`src/rtl/sensor_ip_pkg.sv`:
```
// Shared constants and helpers for the IR proximity sensor conditioner.
package sensor_ip_pkg;
  localparam int CLK_HZ_DEF    = 100_000_000;
  localparam int SAMPLE_HZ_DEF = 500;
  localparam int FRONT_BASE    = 0;
  localparam int BACK_BASE     = 4;
  localparam int CH_PER_SIDE   = 4;

  function automatic int clog2(input int v);
    int r;
    r = 0;
    for (int i = 0; i < 31; i++)
      if ((1 << i) < v) r = i + 1;
    return r;
  endfunction
endpackage

```
`src/rtl/sensor_debounce_ch.sv`:
```
// One debounce channel: consecutive-differing-sample counter, level flop, edge pulses.
module sensor_debounce_ch
  import sensor_ip_pkg::*;
#(
  parameter int STABLE_SAMPLES = 4
) (
  input  logic clock,
  input  logic reset,
  input  logic s,
  input  logic tick,
  output logic level,
  output logic rise,
  output logic fall
);
  localparam int CW = clog2(STABLE_SAMPLES) + 1;
  localparam logic [CW-1:0] LAST = CW'(STABLE_SAMPLES - 1);

  logic [CW-1:0] cnt;

  always_ff @(posedge clock or posedge reset) begin
    if (reset) begin
      cnt   <= '0;
      level <= 1'b0;
      rise  <= 1'b0;
      fall  <= 1'b0;
    end else begin
      rise <= 1'b0;
      fall <= 1'b0;
      if (tick) begin
        if (s == level) begin
          cnt <= '0;
        end else if (cnt == LAST) begin
          level <= s;
          cnt   <= '0;
          rise  <= s;
          fall  <= ~s;
        end else begin
          cnt <= cnt + 1'b1;
        end
      end
    end
  end
endmodule

```
`src/rtl/sensor_ip_debounce_v3.sv`:
```
// N-channel IR proximity sensor conditioner: sync, prescaled sampling, per-channel debounce.
// Optional sticky interrupt enabled by defining SENSOR_IP_IRQ_EN.
module sensor_ip_debounce_v3
  import sensor_ip_pkg::*;
#(
  parameter int CHANNELS       = 8,
  parameter int CLK_HZ         = CLK_HZ_DEF,
  parameter int SAMPLE_HZ      = SAMPLE_HZ_DEF,
  parameter int STABLE_SAMPLES = 4,
  parameter int ACTIVE_LOW     = 1
) (
  input  logic                clock,
  input  logic                reset,
  input  logic [CHANNELS-1:0] sens_in,
  output logic [CHANNELS-1:0] sens_out,
  output logic [CHANNELS-1:0] rise_evt,
  output logic [CHANNELS-1:0] fall_evt,
  output logic                any_active,
  output logic                sample_tick
`ifdef SENSOR_IP_IRQ_EN
  ,
  output logic                irq,
  input  logic                irq_ack
`endif
);
  localparam int DIV = CLK_HZ / SAMPLE_HZ;
  localparam int PW  = clog2(DIV);
  // Sync flops idle at the raw inactive level so reset release looks like "no obstacle".
  localparam logic [CHANNELS-1:0] IDLE_RAW = (ACTIVE_LOW != 0) ? '1 : '0;

  logic [CHANNELS-1:0] sync1, sync2, s;
  logic [PW-1:0]       pcnt;

  always_ff @(posedge clock or posedge reset) begin
    if (reset) begin
      sync1 <= IDLE_RAW;
      sync2 <= IDLE_RAW;
    end else begin
      sync1 <= sens_in;
      sync2 <= sync1;
    end
  end

  assign s = (ACTIVE_LOW != 0) ? ~sync2 : sync2;

  assign sample_tick = (pcnt == PW'(DIV - 1));

  always_ff @(posedge clock or posedge reset) begin
    if (reset) pcnt <= '0;
    else       pcnt <= sample_tick ? '0 : pcnt + 1'b1;
  end

  for (genvar i = 0; i < CHANNELS; i++) begin : g_ch
    sensor_debounce_ch #(
      .STABLE_SAMPLES(STABLE_SAMPLES)
    ) u_ch (
      .clock (clock),
      .reset (reset),
      .s     (s[i]),
      .tick  (sample_tick),
      .level (sens_out[i]),
      .rise  (rise_evt[i]),
      .fall  (fall_evt[i])
    );
  end

  assign any_active = |sens_out;

`ifdef SENSOR_IP_IRQ_EN
  logic [CHANNELS-1:0] sticky, sticky_nxt;

  // New events land after the ack clear so a coincident event is never lost.
  assign sticky_nxt = (irq_ack ? '0 : sticky) | rise_evt | fall_evt;

  always_ff @(posedge clock or posedge reset) begin
    if (reset) begin
      sticky <= '0;
      irq    <= 1'b0;
    end else begin
      sticky <= sticky_nxt;
      irq    <= |sticky_nxt;
    end
  end
`endif
endmodule

```
`config.mk`:
```
export PLATFORM = sky130hd
export DESIGN_NAME = sensor_ip_debounce_v3
export DESIGN_NICKNAME = d
export VERILOG_FILES = /design/src/rtl/sensor_ip_pkg.sv /design/src/rtl/sensor_debounce_ch.sv /design/src/rtl/sensor_ip_debounce_v3.sv
export SDC_FILE = /design/constraint.sdc
export NUM_CORES = 1
export LEC_CHECK = 0
export CAP_MARGIN = 20
export CORE_MARGIN = 2
export CORE_UTILIZATION = 56
export CTS_CLUSTER_SIZE = 10
export DETAILED_ROUTE_END_ITERATION = 8
export PLACE_DENSITY_LB_ADDON = 0.12
export SYNTH_ARGS = -nofsm -noshare
export SYNTH_HDL_FRONTEND = slang
export SYNTH_SLANG_ARGS = --single-unit
```
`constraint.sdc`:
```
create_clock -name clock -period 2.91 [get_ports clock]
set_input_delay 0.582 -clock clock [delete_from_list [all_inputs] [get_ports clock]]
set_output_delay 0.582 -clock clock [all_outputs]
set_load 0.1 [all_outputs]
```
After elaboration in Yosys (flattened, before gate mapping):

Cells that the tools add are included.

* register bits after elaboration: 82
* bits in latches: 0
* RAM bits: 0
* ROM bits: 0
* input bits: 10
* memories kept: 0

* add/subtract/negate cells: 9
* multiply operators: 0
* divide/modulo/power cells: 0
* magnitude comparators: 0
* equal/unequal tests: 17
* shifts and indexed selects: 0
* multiplexer cells: 65
* bitwise logic cells: 17
* reductions and logical operators: 9

Operators by type and width (count)
* 2-to-1 mux 1 bit: 48
* 2-to-1 mux 3 bit: 16
* adder 3 x 1 -> 3 bit, second input constant: 8
* == test 3 x 2 -> 1 bit, second input constant: 8
* AND reduction 3 bit: 8
* adder 18 x 1 -> 18 bit, second input constant: 1
* == test 18 bit, second input constant: 1
* 2-to-1 mux 18 bit: 1
* inverter 1 bit: 16
* == test 1 bit: 8
* inverter 8 bit: 1
* OR reduction 8 bit: 1

Logic depth before layout (Yosys ltp):

* word-level depth: 5
* mapped depth: 8
* depth with buffers taken out: 6

Hierarchy:

Synthesis repeated with hierarchy kept, for this count alone.

* cells, all modules: 296
* area total of the unflattened synthesis: 3564.7 µm²

Modules (own cells, without submodules)
* sensor_debounce_ch: times used 8, cells each 23, area each 275.3 µm²
* sensor_ip_debounce_v3: times used 1, cells each 112, area each 1362.6 µm²

Least setup slack after synthesis:

OpenSTA, ideal clock, no wires.

* path type: register to output
* start point: register pcnt[0]
* end point: output port sample_tick
* data arrival time: 1502 ps
* data required time: 2328 ps
* slack: 826 ps
* cell stages (with the launch flop): 8
* cells stage by stage: dfrtp_1 -> ha_1 -> and4_1 -> nand2_1 -> or2_1 -> buf_6 -> clkinv_4 -> buf_12

* word-level cells in the longest chain between the ends: 1

RTL lines
* start: declaration: line sensor_ip_debounce_v3.sv:32 `logic [PW-1:0] pcnt;`
* start signal: assignment: line sensor_ip_debounce_v3.sv:50 `else pcnt <= sample_tick ? '0 : pcnt + 1'b1;`
* == test 18 bit: line sensor_ip_debounce_v3.sv:46 `assign sample_tick = (pcnt == PW'(DIV - 1));`
* end: declaration: line sensor_ip_debounce_v3.sv:19 `output logic sample_tick`

No other way between the ends.

Worst setup path after layout:

Ends and elaborated chain as after synthesis.

==> metrics <==
Final Cycle Share=0.849; largest net degree at the start of global routing=83; deepest clock path buffer count=2; register area share after synthesis=0.573; Max-Cap Viols=0; Post-CTS Setup Inserts=0; crit end category=primary output; RSZ-0062 raised after global routing=no; Hold Fails Final Rpt=0; Final Max Slew Viols=0; share of synthesized flip-flops with an asynchronous set or reset=1.00; setup_tns=0 ps; dominant cells by area after synthesis=dfrtp_1, dfstp_2, buf_4; cell count after synthesis=between 300 and 400; antenna violations before repair=0; register share of total power=0.610; CTS root buffer=clkbuf_8; vias in the first global route=between 2,000 and 2,500; Worst Tran Pin Value=759 ps; Routed Antenna Nets=0; most frequent cell after synthesis=dfrtp_1; Post-synth EDFFs=0; DP Cell Count=a little under 400; port buffer count=35; first-pass GRT wire length=10,400 um; post-CTS resize count=0; total chip power=1910 uW; Pint=around 1500 uW; arrival time of the worst setup path=1890 ps; die area=0.00711 mm^2; Main synth FF type=dfrtp_1; final WL=between 5000 and 6000 um; DR vias/cell=5.29; DPL Wire Length=between 3000 and 4000 um; final setup violation count=0; worst-path maximum fanout=16; Worst Hold Class=flop to flop; clock power share=0.363; Routability Congestion=0.892; clock latency on the worst-skew pair=around 350 ps; clock sinks=82; WL/cell=between 10 and 15 um; post-synth top area share=0.457; area grow syn2layout=10.2%; Combinational Power Share=0.027; Setup Crit Path Kind=flop to primary output; Switching Share=0.222; die height=~84 um; Synthesis Warnings=0; kind of start point of the critical path=flop; minimum clock period=2470 ps; # diodes=0; # rows=29; DRT Pass-1 Iters=4; Yosys reg bits=82; DR DRC count=0; Unique masters post-synth=39; Worst EP required=approximately 2300 ps; Die Wd=approximately 84 um; maximum vdd ir drop=306 uV; cts hold-fix bufs=0; clk slew on worst S/H paths=around 80 ps; fillers=530; Initial Util=0.573; Final nets=350; Pwr Density=between 400 and 500 mW/mm^2; Leakage=~0.0019 uW; Worst Skew=7.76 ps; Syn Std Cell Area=0.00361 mm^2; IO Pins=36; Post-synth top cells=dfrtp_1, buf_4, nor2_1, nand2_1, o21ai_0; gr ovfl total=0; vias after detailed routing=roughly 2,200; final hold slack=roughly 360 ps; CTS buffer count=9; Syn Area/Cell=approximately 12 um^2; DR iter-0 viols=about 110; cell taking the most area after synthesis=dfrtp_1; CTS tree=done; htree depth=3; final non-filler cell total=413; sw power=424 uW; CORE AREA=between 0.006 and 0.007 mm^2; share of cells above drive strength 1=0.220; status=finished clean; Max Clock Freq=405 MHz; flop2flop setup slack=around 1100 ps; Syn Nets=about 330; All-Layer GR Usage=0.188; Max-slew headroom=0.490
## cell type report
type	count	area (um^2)	share of cell area
clock buffer	12	135	0.0339
clock inverter	4	28.8	0.00722
inverter	12	51.3	0.0129
multi-input combinational	187	1260	0.316
sequential	82	2070	0.520
tap	77	96.3	0.0242
timing repair buffer	39	340	0.0854
## routing by layer
metal  vias to the layer above  global-route usage  wire [um]
li1                       1070                   -          -
met4                         0              0.0750         90
met2                        46               0.302       2790
met3                         8              0.0639        288
met5                         -                   0          0
met1                      1062               0.238       2580
## power by group through the flow
stage / Sequential, uW / Combinational (uW) / Clock [uW]
floorplan: 1190 / 28.8 / 0
global placement: 1190 / 52.9 / 0
detailed placement: 1190 / 53.1 / 0
CTS: 1170 / 53.7 / 737
global route: 1170 / 59.6 / 773
finish: 1170 / 51.0 / 695
## critical path, stage by stage (launching register included)
cell	delay [ps]
dfrtp_1	390
ha_1	230
and4_1	220
nand2_1	70
or2_1	270
clkinv_4	160
buf_12	200
## registers in the layout, summed over array words and instances, names as in the netlist
register and cells:
g_ch.u_ch.cnt 24, g_ch.u_ch.fall 8, g_ch.u_ch.level 8, g_ch.u_ch.rise 8, pcnt 18, sync1 8
sync2 8
## kinds of logic (layout without fill, tap and decap cells)
group                    count (synthesis)  after routing  synth area share
flip-flops                              82             82             0.573
AND/OR/NAND/NOR                        110            110             0.168
adder cells (fa/ha/maj)                  9              9            0.0312
buffers and inverters                   43             67            0.0782
multiplexers                            12             12            0.0381
AO/OA/AOI/OAI                           35             35            0.0602
XOR/XNOR                                21             21            0.0509
## layout by cell type (no fill, tap or decap), types with 9 or more instances in the layout
master / n
buf_4: 28
clkbuf_8: 9
clkdlybuf4s50_1: 9
dfrtp_1: 66
dfstp_2: 16
ha_1: 9
inv_1: 10
nand2_1: 17
nor2_1: 23
nor2b_1: 10
nor3_1: 11
o21ai_0: 17
xor2_1: 16
## per-stage QoR
step,setup WS [ps],util,cell area [um^2]
after floorplan,246,-,3610
after global routing,297,0.631,3980
after detailed placement,809,0.605,3820
final,440,0.631,3980
after CTS,402,0.631,3980
after global placement,832,0.605,3820
## worst paths after layout
check | start | to | depth (start not counted)
min in group asynchronous | reset | g_ch[4].u_ch.rise | 3
setup / recovery | pcnt[0] | sample_tick | 6
hold reg to reg | sync1[0] | sync2[0] | 0
hold / removal | sync1[0] | sync2[0] | 0
setup reg to reg | pcnt[0] | g_ch[0].u_ch.cnt[0] | 6
max in group asynchronous | reset | sync1[6] | 3
No activity file was read; power rests on OpenSTA's default activity.
